`config.mk`:
```
export PLATFORM = sky130hd
export DESIGN_NAME = led_matrix_capture
export DESIGN_NICKNAME = d
export VERILOG_FILES = /design/src/rtl/led_matrix_capture.sv
export SDC_FILE = /design/constraint.sdc
export NUM_CORES = 1
export LEC_CHECK = 0
export BUFFER_PORTS_ARGS = -buffer_cell sky130_fd_sc_hd__buf_2
export CORE_MARGIN = 2
export CORE_UTILIZATION = 40
export CTS_CLUSTER_SIZE = 10
export DETAILED_ROUTE_END_ITERATION = 16
export SYNTH_ARGS = -nofsm -noshare
export SYNTH_HDL_FRONTEND = slang
export SYNTH_SLANG_ARGS = --single-unit
```
`constraint.sdc`:
```
create_clock -name clk -period 5.74 [get_ports clk]
set_input_delay 0.287 -clock clk [delete_from_list [all_inputs] [get_ports clk]]
set_output_delay 0.287 -clock clk [all_outputs]
set_load 0.01 [all_outputs]
```
`src/rtl/led_matrix_capture.sv`:
```
// led_matrix_capture
//   Receive side of a 4-column x 8-LED multiplexed scan. Registers and
//   polarity-normalises the column strobes and LED lines, then rebuilds the
//   four frame bytes. An LED is lit if it is seen lit on any accumulated cycle
//   of its column window, so PWM-dimmed LEDs are captured.
//
// Parameters
//   COL_ACTIVE_LOW : 1 -> lcol_in bit = 0 means the column is driven
//   LED_ACTIVE_LOW : 1 -> led_in bit = 0 means the LED is lit
//   SETTLE_CYCLES  : cycles a column must be solely active before sampling (1..255)
//
// Ports
//   clk, reset      : clock, synchronous active-high reset
//   led_in[7:0]     : LED row lines, bit 0 = led1
//   lcol_in[3:0]    : column strobes, bit 0 = lcol1
//   leds1..leds4    : captured byte per column
//   frame_valid     : one-cycle pulse on a completed frame
//   frame_count     : completed frames, wraps 255 -> 0
//
// Optional build macro LEDCAP_ERRCHK_EN adds:
//   scan_err        : sticky, set on a multi-column window or a dropped frame
//   err_count[7:0]  : error events, saturating at 255
module led_matrix_capture #(
  parameter int unsigned COL_ACTIVE_LOW = 1,
  parameter int unsigned LED_ACTIVE_LOW = 1,
  parameter int unsigned SETTLE_CYCLES  = 4
) (
  input  logic       clk,
  input  logic       reset,
  input  logic [7:0] led_in,
  input  logic [3:0] lcol_in,
  output logic [7:0] leds1,
  output logic [7:0] leds2,
  output logic [7:0] leds3,
  output logic [7:0] leds4,
  output logic       frame_valid,
  output logic [7:0] frame_count
`ifdef LEDCAP_ERRCHK_EN
  ,
  output logic       scan_err,
  output logic [7:0] err_count
`endif
);

  localparam logic [7:0] SETTLE_N = SETTLE_CYCLES[7:0];

  typedef enum logic [1:0] {IDLE, SETTLE, ACCUM} state_t;

  state_t          state, state_n;
  logic [3:0]      col_s;
  logic [7:0]      led_s;
  logic [1:0]      cur, cur_n;
  logic [7:0]      cnt, cnt_n;
  logic [7:0]      acc, acc_n;
  logic [3:0]      seen, seen_n;
  logic [3:0][7:0] leds_q, leds_n;
  logic            fv_n;
  logic [7:0]      fc_n;
  logic            sole, multi;
  logic [1:0]      idx;
`ifdef LEDCAP_ERRCHK_EN
  logic            err_evt;
`endif

  // Exactly one column bit set -> sole column idx; two or more -> multi.
  always_comb begin
    sole  = 1'b0;
    multi = 1'b0;
    idx   = '0;
    case (col_s)
      4'b0000: ;
      4'b0001: begin sole = 1'b1; idx = 2'd0; end
      4'b0010: begin sole = 1'b1; idx = 2'd1; end
      4'b0100: begin sole = 1'b1; idx = 2'd2; end
      4'b1000: begin sole = 1'b1; idx = 2'd3; end
      default: multi = 1'b1;
    endcase
  end

  always_comb begin
    state_n = state;
    cur_n   = cur;
    cnt_n   = cnt;
    acc_n   = acc;
    seen_n  = seen;
    leds_n  = leds_q;
    fv_n    = 1'b0;
    fc_n    = frame_count;
`ifdef LEDCAP_ERRCHK_EN
    err_evt = 1'b0;
`endif
    case (state)
      IDLE: begin
        if (sole) begin
          state_n = SETTLE;
          cur_n   = idx;
          cnt_n   = 8'd1;
          acc_n   = '0;
        end
      end
      SETTLE: begin
        if (sole && idx == cur) begin
          // The cycle after SETTLE_N settled cycles is the first sampled one.
          if (cnt == SETTLE_N) begin
            state_n = ACCUM;
            acc_n   = led_s;
          end else begin
            cnt_n = cnt + 8'd1;
          end
        end else if (multi) begin
          state_n = IDLE;
`ifdef LEDCAP_ERRCHK_EN
          err_evt = 1'b1;
`endif
        end else if (sole) begin
          cur_n = idx;
          cnt_n = 8'd1;
        end else begin
          state_n = IDLE;
        end
      end
      ACCUM: begin
        if (sole && idx == cur) begin
          acc_n = acc | led_s;
        end else if (multi) begin
          state_n = IDLE;
`ifdef LEDCAP_ERRCHK_EN
          err_evt = 1'b1;
`endif
        end else begin
          leds_n[cur] = acc;
          seen_n[cur] = 1'b1;
          if (cur == 2'd3) begin
            if (&seen[2:0]) begin
              fv_n = 1'b1;
              fc_n = frame_count + 8'd1;
            end else begin
`ifdef LEDCAP_ERRCHK_EN
              err_evt = 1'b1;
`endif
            end
            seen_n = '0;
          end
          // Release and the start of the next column happen in the same cycle.
          if (sole) begin
            state_n = SETTLE;
            cur_n   = idx;
            cnt_n   = 8'd1;
            acc_n   = '0;
          end else begin
            state_n = IDLE;
          end
        end
      end
      default: state_n = IDLE;
    endcase
  end

  always_ff @(posedge clk) begin
    if (reset) begin
      col_s       <= '0;
      led_s       <= '0;
      state       <= IDLE;
      cur         <= '0;
      cnt         <= '0;
      acc         <= '0;
      seen        <= '0;
      leds_q      <= '0;
      frame_valid <= 1'b0;
      frame_count <= '0;
    end else begin
      col_s       <= (COL_ACTIVE_LOW != 0) ? ~lcol_in : lcol_in;
      led_s       <= (LED_ACTIVE_LOW != 0) ? ~led_in : led_in;
      state       <= state_n;
      cur         <= cur_n;
      cnt         <= cnt_n;
      acc         <= acc_n;
      seen        <= seen_n;
      leds_q      <= leds_n;
      frame_valid <= fv_n;
      frame_count <= fc_n;
    end
  end

`ifdef LEDCAP_ERRCHK_EN
  always_ff @(posedge clk) begin
    if (reset) begin
      scan_err  <= 1'b0;
      err_count <= '0;
    end else if (err_evt) begin
      scan_err <= 1'b1;
      if (err_count != 8'hFF) err_count <= err_count + 8'd1;
    end
  end
`endif

  assign leds1 = leds_q[0];
  assign leds2 = leds_q[1];
  assign leds3 = leds_q[2];
  assign leds4 = leds_q[3];

endmodule

```
### Word-level counts from Yosys, hierarchy flattened

Index checks and enable logic that the tools add are counted.

* $mul: 0
* bitwise operators: 8
* mux-type cells: 34
* order comparisons: 2
* divide/modulo/power cells: 0
* eq/ne operators: 19
* reductions and logical operators: 17
* add/subtract/negate cells: 2
* shift-type cells: 0

Operators by type and width (number)
* 2-to-1 mux 8 bit: 11
* one-hot mux 8 bit (3 select lines): 2
* bitwise mux 32 bit: 1
* 2-to-1 mux 2 bit: 9
* adder 8 x 1 -> 8 bit (second input constant): 2
* demux 8 bit (select 2 bit): 1
* one-hot mux 2 bit (3 select lines): 2
* AND reduction 3 bit: 4
* inequality test 2 bit (second input constant): 5
* OR reduction 5 bit: 2
* inequality test 3 bit (second input constant): 3
* == test 8 x 3 -> 1 bit (second input constant): 1
* inverter 8 bit: 1
* bitwise OR 8 bit: 1
* AND reduction 4 bit: 2
* AND reduction 7 bit: 1
* 2-to-1 mux 1 bit: 5
* == test 2 bit (second input constant): 2
* == test 4 x 1 -> 1 bit (second input constant): 1
* == test 4 x 2 -> 1 bit (second input constant): 1
* == test 4 x 3 -> 1 bit (second input constant): 1
* == test 4 bit (second input constant): 1
* zero test 4 bit: 1
* 2-to-1 mux 4 bit: 1
* 17 further kinds: 21

* bits in registers: 77
* bits in writable memories: 0
* input port bits: 14
* memories kept: 0
* memory bits (read-only): 0
* output and inout bits: 41
* latch bits: 0

### Logic depth before layout (Yosys ltp)

Gate-level depths: netlist (run 1).

* depth in word-level cells: 7
* mapped depth: 9

### Worst setup path after synthesis (run 1)

No wires, ideal clock.

* kind: register to register
* start: register col_s[0]
* end: register leds_q, in the netlist leds4[1]
* slack: 3752 ps
* period minus slack after synthesis: 1988 ps
* arrival: 1860 ps
* data required time: 5612 ps
* stages on the path, launching flop included: 9
* cells stage by stage: dfxtp_1 -> buf_4 -> mux2_2 -> a22oi_1 -> a31o_2 -> nor3b_1 -> buf_4 -> mux2i_1 -> nor2_1

* longest elaborated chain between the ends: 6
* elaborated cells between the ends (all ways): 13

RTL lines
* start, declared: RTL line 50 `logic [3:0] col_s;`
* start signal, assigned: RTL line 172 `col_s <= (COL_ACTIVE_LOW != 0) ? ~lcol_in : lcol_in;`
* == test 4 bit (tied with other cells): RTL line 70 `case (col_s)`
* one-hot mux 2 bit (3 select lines) or OR reduction 4 bit (tied branches)
* == test 2 bit or 2-to-1 mux 1 bit (tied branches): RTL line 123, 70
* logical AND 1 bit: RTL line 123 `if (sole && idx == cur) begin`
* inverter 1 bit (no source line)
* AND reduction 3 bit (no source line) (*)
* end signal, assigned: RTL line 179 `leds_q <= leds_n;`
* end, declared: RTL line 56 `logic [3:0][7:0] leds_q, leds_n;`

Every way passes the cells marked *; elsewhere a longest branch is shown, timed or not.
A chain may end at the register's enable or synchronous reset.

### Final worst setup path (run 1)

* start: register cur[0]
* end: register leds_q, in the netlist leds4[0]

* longest elaborated chain between the ends: 5
* elaborated cells between the ends (all ways): 10

RTL lines
* start, declared: RTL line 52 `logic [1:0] cur, cur_n;`
* start signal, assigned: RTL line 175 `cur <= cur_n;`
* < comparator 2 x 3 -> 1 bit (not written as such) or >= comparator 2 x 1 -> 1 bit (tied branches): RTL line 131 `leds_n[cur] = acc;`
* logical AND 1 bit (not written as such): RTL line 131
* 2-to-1 mux 8 bit (not written as such): RTL line 131
* demux 8 bit (select 2 bit): RTL line 131
* bitwise mux 32 bit: RTL line 131

Several ways; a longest one is shown, not always the timed one.

==> results.txt, run 1 <==
The total of cells resized after clock tree synthesis was 0; the final critical delay including setup and external delays was 2.80 ns. The tightest min-delay check is of the in2reg type. Using the TritonRoute via totals, the vias-per-cell ratio works out to 5.06. The net count of the finished layout is 426.

The run gives 34.6% as the worst relative slew slack. Relative to the synthesized area, the layout overhead comes to 17.2%. The category of the most critical setup path is reg2reg.

The total clock buffers created by CTS is 9, and the synthesized net count is 379. Routed wirelength normalized by instance count: 13.9 µm. The largest net degree at the start of global routing is 41. Dividing total power by cell area gives a power density of 311 mW/mm².

The tools report the number of primary I/O pins as 55. The run finished with clean final reports. For this run, the number of Yosys warnings is 0. The setup TNS is 0 ns. The worst setup path is captured at a flip-flop. The arrival time at the worst endpoint came out at 3.02 ns. The final route contains 2,604 vias. The die area is 0.00900 mm², and the total global-route track usage is 17.0%. The number of sinks on the clock net was 76. The final wirelength was 7.16 mm.

The maximum fanout along the worst path was 13; the hold buffer count at CTS was 0. From bottom edge to top edge, the die measures 94.9 µm. Counting flops with a built-in enable in the synthesized netlist gives 0.

The number of global-route vias before repair came out at 2,366. The static leakage power is 0.00165 µW, and the number of nets with antenna violations after routing is 0. The final max-slew violation count came out at 0. The congestion estimate from routability-driven global placement came to 0.856. The total overflow left after global routing is 0. Counting every instance in the synthesized netlist gives 358. The slowest library cell on the worst path is nor3b_2. Longest individual stage delay on the worst path: 0.83 ns. After synthesis the cells add up to 0.00330 mm². The critical path goes through mux2_2 > a22oi_1 > a31o_2 > nor3b_2 > mux2i_1 > nor2_1. In this run, synthesis produced a sequential element count of 76.

The number of buffers inserted by port buffering is 54, and the count of maximum capacitance violations is 0. For this run, design rule violations remaining after detail routing come to 0. The critical path contains buffers and inverters numbering 0 combined. The worst ir drop on vdd is 162 µV, and the setup clock skew after layout is 0.0111 ns.

TritonCTS built the clock tree. In the finished design, the share of the clock period the worst path needs comes to 48.8%. Setup repair after global routing left no endpoint under its margin. The run gives 0 as the final-report hold violation count. The placed wire-length estimate came out at 4.92 mm. The tools report the row count as 33. Counting flops with an async set or reset pin after synthesis yields a share of 0%. Among all flip-flop cells after synthesis, the most frequent one is dfxtp_1. The sequential element share of the synthesized area was 46.1%. The number of buffers on the longest clock path was 2; the die outline width was 94.9 µm. The worst endpoint required time is 5.96 ns, and the effective utilization at floorplan is 40.8%. In the final layout, the share of cells above drive strength 1 is 22.4%.

Final core utilization: 47.8%. The run gives 0.36 ns as the clock network latency to the later pin of the worst-skew pair. The final antenna diode count is 0, and the setup fix buffers added after clock tree synthesis is 0. The average cell area after synthesis was 9.23 µm². For flop-to-flop paths, the worst setup slack is 2.94 ns.

The tools report the startpoint class of the critical path as a flip-flop. For this run, the detailed router's first-pass iteration total came to 4. Cell chosen for the clock root: clkbuf_8. The netlist uses 51 different library cells. The number of antenna violations at the first check in global routing was 0. The tools report the initial DRC count as 161. The run gives 0.00809 mm² as the floorplan core area. The slew at the pin closest to its max-slew limit was 0.976 ns.

The clock transition at the registers of the reported paths is 0.08 ns. For this run, the top clock speed supported by timing is 0.357 GHz. The design draws 1210 µW.

The cell family with the largest share of critical-path delay is simple AND/OR/NAND/NOR gates. The first global-routing pass estimated 11.8 mm of wire. The run gives 0 as the setup violation total in the final timing report.

CTS built an H-tree with a depth of 3.
==> through the flow <==
stage,hold slack [ns],instance area (µm²),std cells,setup WS [ns]
6_report,0.0767,3870,515,2.94
5_1_grt,0.0604,3870,515,2.66
3_5_place_dp,0.429,3630,499,2.91
3_3_place_gp,0.426,3630,499,3.02
2_1_floorplan,0.354,3300,358,3.75
4_1_cts,0.0646,3870,515,2.90
==> power by group <==
part | internal, µW | total [µW] | switching, µW
Clock | 292 | 504 | 212
Combinational | 52.2 | 147 | 95.1
Sequential | 539 | 554 | 15.8
Total | 883 | 1210 | 323
==> cells in the mapped netlist (all sizes together), types with 3 or more instances <==
cell type	n	area share [%]
ha	7	2.7
o21ai	4	0.61
a21oi	13	2.3
a221o	4	1.4
a2111oi	3	1.4
a22o	3	0.80
nor4	5	1.4
nor3	7	1.1
clkbuf	6	0.68
and3	6	1.1
mux2i	32	9.7
or2	3	0.57
dfxtp	76	46
a211oi	4	0.91
buf	14	2.5
nor2	71	8.1
nand2	12	1.4
nand3	10	1.5
inv	28	3.2
xor2	7	1.9
mux2	4	1.4
o32ai	8	2.1
==> cells by family (layout without fill, tap and decap cells) <==
kind of cell | Yosys count | after routing | share of synthesized area (%)
and+or+nand+nor | 132 | 132 | 19.4
DFF | 76 | 76 | 46.1
AOI/OAI and AO/OA | 51 | 51 | 12.4
buffers and inverters | 48 | 100 | 6.36
muxes | 36 | 36 | 11.1
xor gates and xnor gates | 8 | 8 | 2.12
adders and majority gates | 7 | 7 | 2.65
==> final cells by class <==
cell class,count,area [µm²]
fill,802,4220
multi-input combinational,234,1580
clock inverter,7,121
timing repair buffer,56,285
inverter,28,105
clock buffer,9,124
tap,105,131
sequential,76,1520
==> metal layers <==
metal,global-route usage [%],share of wire (%)
met5,0,0
met4,4.71,1.1
met3,6.07,5.4
met2,26.1,45
met1,22.6,48
==> sequential cells by signal (all words and copies together) (netlist names), named ones only <==
signal / cells
acc: 8
cnt: 8
col_s: 4
cur: 2
frame_count: 8
frame_valid: 1
led_s: 8
leds1: 8
leds2: 8
leds3: 8
leds4: 8
seen: 1
state: 2
==> path summary, 6_finish.rpt <==
kind,cells past startpoint,to,startpoint
setup reg to reg,6,leds4[0]$_SDFFE_PP0P_,cur[0]$_SDFFE_PP0P_
hold reg to reg,2,acc[6]$_SDFFE_PP0P_,led_s[6]$_SDFF_PP0_
setup / recovery,6,leds4[0]$_SDFFE_PP0P_,cur[0]$_SDFFE_PP0P_
hold / removal,2,led_s[3]$_SDFF_PP0_,led_in[3]
==> cell usage in the layout, fill, tap and decap left out, types with 2 or more instances in the layout <==
cell type,count
a22o_1,3
and3b_1,2
dfxtp_1,76
a2111oi_0,2
a21o_1,2
nor3_1,7
nor4_1,3
a221o_2,4
nor4b_1,2
buf_2,54
or3_1,2
nand2_1,12
nand2b_1,2
mux2i_1,32
ha_1,7
nand4_1,2
inv_1,28
buf_4,2
and3_1,6
xor2_1,7
nand3_1,10
mux2_2,4
a21oi_1,12
inv_6,2
or2_2,3
a211oi_1,4
o32ai_1,8
nand4b_1,2
nor2_1,70
nor2b_1,2
bufinv_16,3
a31oi_1,2
o21ai_0,4
clkbuf_8,9
No activity file was read; power rests on OpenSTA's default activity.
==> run 2: changes to the inputs <==
--- a/config.mk
+++ b/config.mk
@@ -5,6 +5,7 @@
 export SDC_FILE = /design/constraint.sdc
 export NUM_CORES = 1
 export LEC_CHECK = 0
+export ABC_AREA = 1
 export BUFFER_PORTS_ARGS = -buffer_cell sky130_fd_sc_hd__buf_2
 export CORE_MARGIN = 2
 export CORE_UTILIZATION = 40
==> constraint.sdc (replaced) <==
create_clock -name clk -period 2.4 [get_ports clk]
set_input_delay 0.12 -clock clk [delete_from_list [all_inputs] [get_ports clk]]
set_output_delay 0.12 -clock clk [all_outputs]
set_load 0.01 [all_outputs]
==> results.txt, run 2 <==
The number of optimization iterations in the first detailed-route pass is 4 (unchanged). The register bit total from synthesis is 76 (unchanged), and the initial DRC count is 116 (was 161). The number of global-route vias before repair was 3,435 (was 2,366). The fraction of layout cells with a size suffix above 1 came out at 17.2% (was 22.4%). The run finished with clean final reports. The most instantiated library cell after synthesis is nand2_1 (was dfxtp_1). For the setup violation total in the final timing report, the log shows 0 (unchanged). The total power divided by cell area is 831 mW/mm² (was 311 mW/mm²). The final antenna diode count came out at 0 (unchanged). The layer carrying the most global-route usage was met2 (unchanged). The logs give 40.3% (was 46.1%) for the sequential element share of the synthesized area and 0.00377 mm² (was 0.00330 mm²) for the cell area after synthesis. The number of buffers inserted by port buffering was 54 (unchanged). The synthesized net count was 557 (was 379); the worst hold slack was 0.224 ns (was 0.0767 ns). The count of maximum capacitance violations came out at 0 (unchanged). The number of nets with antenna violations after routing came out at 0 (unchanged). The tools report the final max-slew violation count as 0 (unchanged). The run gives 0.463 GHz (was 0.357 GHz) as the achievable clock frequency. The category of the worst setup path capture point was a flip-flop (unchanged). The placed wire-length estimate was 6.63 mm (was 4.92 mm); the worst relative slew slack was 60.6% (was 34.6%). The setup TNS is 0 ns (unchanged), and the number of library cell types mapped by synthesis is 30 (was 51). The run gives 2.40 ns (was 3.02 ns) as the arrival time at the worst endpoint. Row count: 35 (was 33). The cell chosen for the clock root is clkbuf_8 (unchanged). The fraction of synthesized cell area taken by the top area cell type works out to 40.3% (was 46.1%). The tools report the number of buffers on the longest clock path as 2 (unchanged). The clock transition at the registers of the reported paths was 0.08 ns (about the same); the final-report hold violation count was 0 (unchanged). The worst ir drop on vdd was 359 µV (was 162 µV).

Most common library cells after synthesis: nand2_1, dfxtp_1, nor2_1, a21oi_1, inv_1 (was dfxtp_1, nor2_1, mux2i_1, inv_1). The tools report the number of antenna violations at the first check in global routing as 0 (unchanged). The remaining global-route overflow is 0 (unchanged), and the die area is 0.0102 mm² (was 0.00900 mm²). The logs give 15.9 mm (was 11.8 mm) for the global-route wire length before repair and 0.239 ns (was 2.94 ns) for the worst setup margin.

The die outline width is 101 µm (was 94.9 µm), and the clock network latency to the later pin of the worst-skew pair is 0.34 ns (was 0.36 ns). The weighted congestion at the end of routability-driven global placement is 0.910 (was 0.856), and the async set or reset register ratio after synthesis is 0% (unchanged). The detailed-route vias per instance was 5.10 (was 5.06); the fraction of met3 tracks used by global routing was 3.11% (was 6.07%). The number of synthesized flops with an enable pin came out at 0 (unchanged). TritonCTS built the clock tree.

The run gives 0.00813 ns (was 0.0111 ns) as the setup clock skew after layout. The tools report the number of primary I/O pins as 55 (unchanged). The maximum fanout along the worst path is 24 (was 13). Via total after detailed routing: 3,638 (was 2,604).

The largest net degree at the start of global routing was 37 (was 41); the floorplan core area was 0.00920 mm² (was 0.00809 mm²). Part of the cycle the worst path needs: 90.0% (was 48.8%). Biggest area contributors in the synthesized netlist: dfxtp_1, nand2_1, a21oi_1, nor2_1, nand4_1 (was dfxtp_1, mux2i_1, nor2_1, inv_1, ha_1). For the number of instances in the synthesized netlist, the log shows 536 (was 358).

The worst min-delay path category was in2reg (unchanged). The final wirelength is 9.30 mm (was 7.16 mm), and the slew at the pin closest to its max-slew limit is 0.584 ns (was 0.976 ns). Fraction of met2 tracks used by global routing: 31.7% (was 26.1%). The run gives 0.00193 µW (was 0.00165 µW) as the static leakage power.

Highest-count cells in the layout ignoring fill and taps: nand2_1, dfxtp_1, nor2_1 (was dfxtp_1, nor2_1, buf_2). The tools report the net count of the finished layout as 620 (was 426). The tools report the number of warnings reported in the yosys synthesis log as 0 (unchanged). The final critical delay including setup and external delays works out to 2.16 ns (was 2.80 ns).

The routed wirelength normalized by instance count came out at 13.0 µm (was 13.9 µm). The most frequently used flop master after synthesis was dfxtp_1 (unchanged). The leading area contributor after synthesis was dfxtp_1 (unchanged). The setup slack at placement was 0.179 ns (was 2.91 ns); the count of unresolved DRC violations after routing was 0 (unchanged). For the total clock buffers created by CTS, the log shows 9 (unchanged).

The category of the most critical setup path was reg2reg (unchanged). Post-synthesis to final-layout area growth: 18.0% (was 17.2%). Setup repair after global routing left no endpoint under its margin. The tools report the startpoint class of the critical path as a flip-flop (unchanged). The commonest non-fill, non-tap cell in the layout was nand2_1 (was dfxtp_1). The die span in y was 101 µm (was 94.9 µm); the number of sinks on the clock net was 76 (unchanged). The run gives 48.4% (was 47.8%) as the final core utilization. Effective utilization at floorplan: 41.0% (was 40.8%).

For the met1 track demand over resource, the log shows 25.3% (was 22.6%). The total global-route track usage is 19.3% (was 17.0%), and the worst endpoint required time is 2.64 ns (was 5.96 ns). The average cell area after synthesis is 7.04 µm² (was 9.23 µm²). The run gives 3 (unchanged) as the deepest level of the CTS H-tree.

The slack of the worst reg-to-reg path came out at 0.24 ns (was 2.94 ns).
==> run 2: per-layer routing <==
metal  wire [µm]  up-vias  part of all wire, %
li1            -     1892                    -
met4         181        0                  1.9
met2        4360       67                   47
met3         321       18                  3.5
met5           0        -                    0
met1        4430     1661                   48
==> run 2: area by class of cell <==
| cell class | count | area, µm² |
|---|---|---|
| clock buffers | 9 | 124 |
| clock inverters | 6 | 65.1 |
| fillers | 941 | 4740 |
| inverters | 50 | 190 |
| multi-input cells | 386 | 1940 |
| flip-flops and latches | 76 | 1520 |
| well taps | 111 | 139 |
| repair buffers | 76 | 478 |
==> run 2: critical path, stage by stage, from the launching register on <==
cell,delay (ns)
dfxtp_1,0.40
nand2_1,0.11
nand3_2,0.13
nand2_2,0.19
inv_4,0.17
nor2_8,0.07
nand2_8,0.10
nand2_4,0.07
nor2_4,0.32
buf_12,0.21
nand2_4,0.09
nand2_1,0.11
a21oi_1,0.06
==> run 2: kinds of logic after synthesis <==
group                    Yosys count  share of synthesized area (%)
XOR/XNOR                           7                           1.62
buffers and inverters             74                           8.49
AND/OR/NAND/NOR                  293                           36.1
AO/OA/AOI/OAI                     79                           11.1
adder cells (fa/ha/maj)            7                           2.32
flip-flops                        76                           40.3
==> run 2: per-stage QoR <==
| step | total power [µW] | instances | cell area, µm² |
|---|---|---|---|
| finish | 3700 | 714 | 4460 |
| global route | 3970 | 714 | 4460 |
| CTS | 3730 | 714 | 4450 |
| detailed placement | 2750 | 687 | 4140 |
| global placement | 2730 | 687 | 4140 |
| floorplan | 2440 | 536 | 3770 |
==> run 2: worst paths after layout <==
kind | from | to | cells past startpoint
hold reg to reg | flip-flop | flip-flop | 2
setup / recovery | col_s[3]$_SDFF_PP0_ | flip-flop | 12
setup reg to reg | col_s[3]$_SDFF_PP0_ | flip-flop | 12
hold / removal | reset | led_s[6]$_SDFF_PP0_ | 2
==> run 2: report_power, final <==
group	leakage [µW]	switching [µW]	internal, µW
Sequential	0.000618	130	1350
Clock	0.0000955	481	476
Combinational	0.00122	857	408
==> run 2: timing repair <==
item / CTS / global route
hold endpoints to repair: 12 / 0
setup buffers: 0 / 0
endpoints found under the setup margin: 0 / 8
hold buffers: 12 / 0
resized for setup: 0 / 1
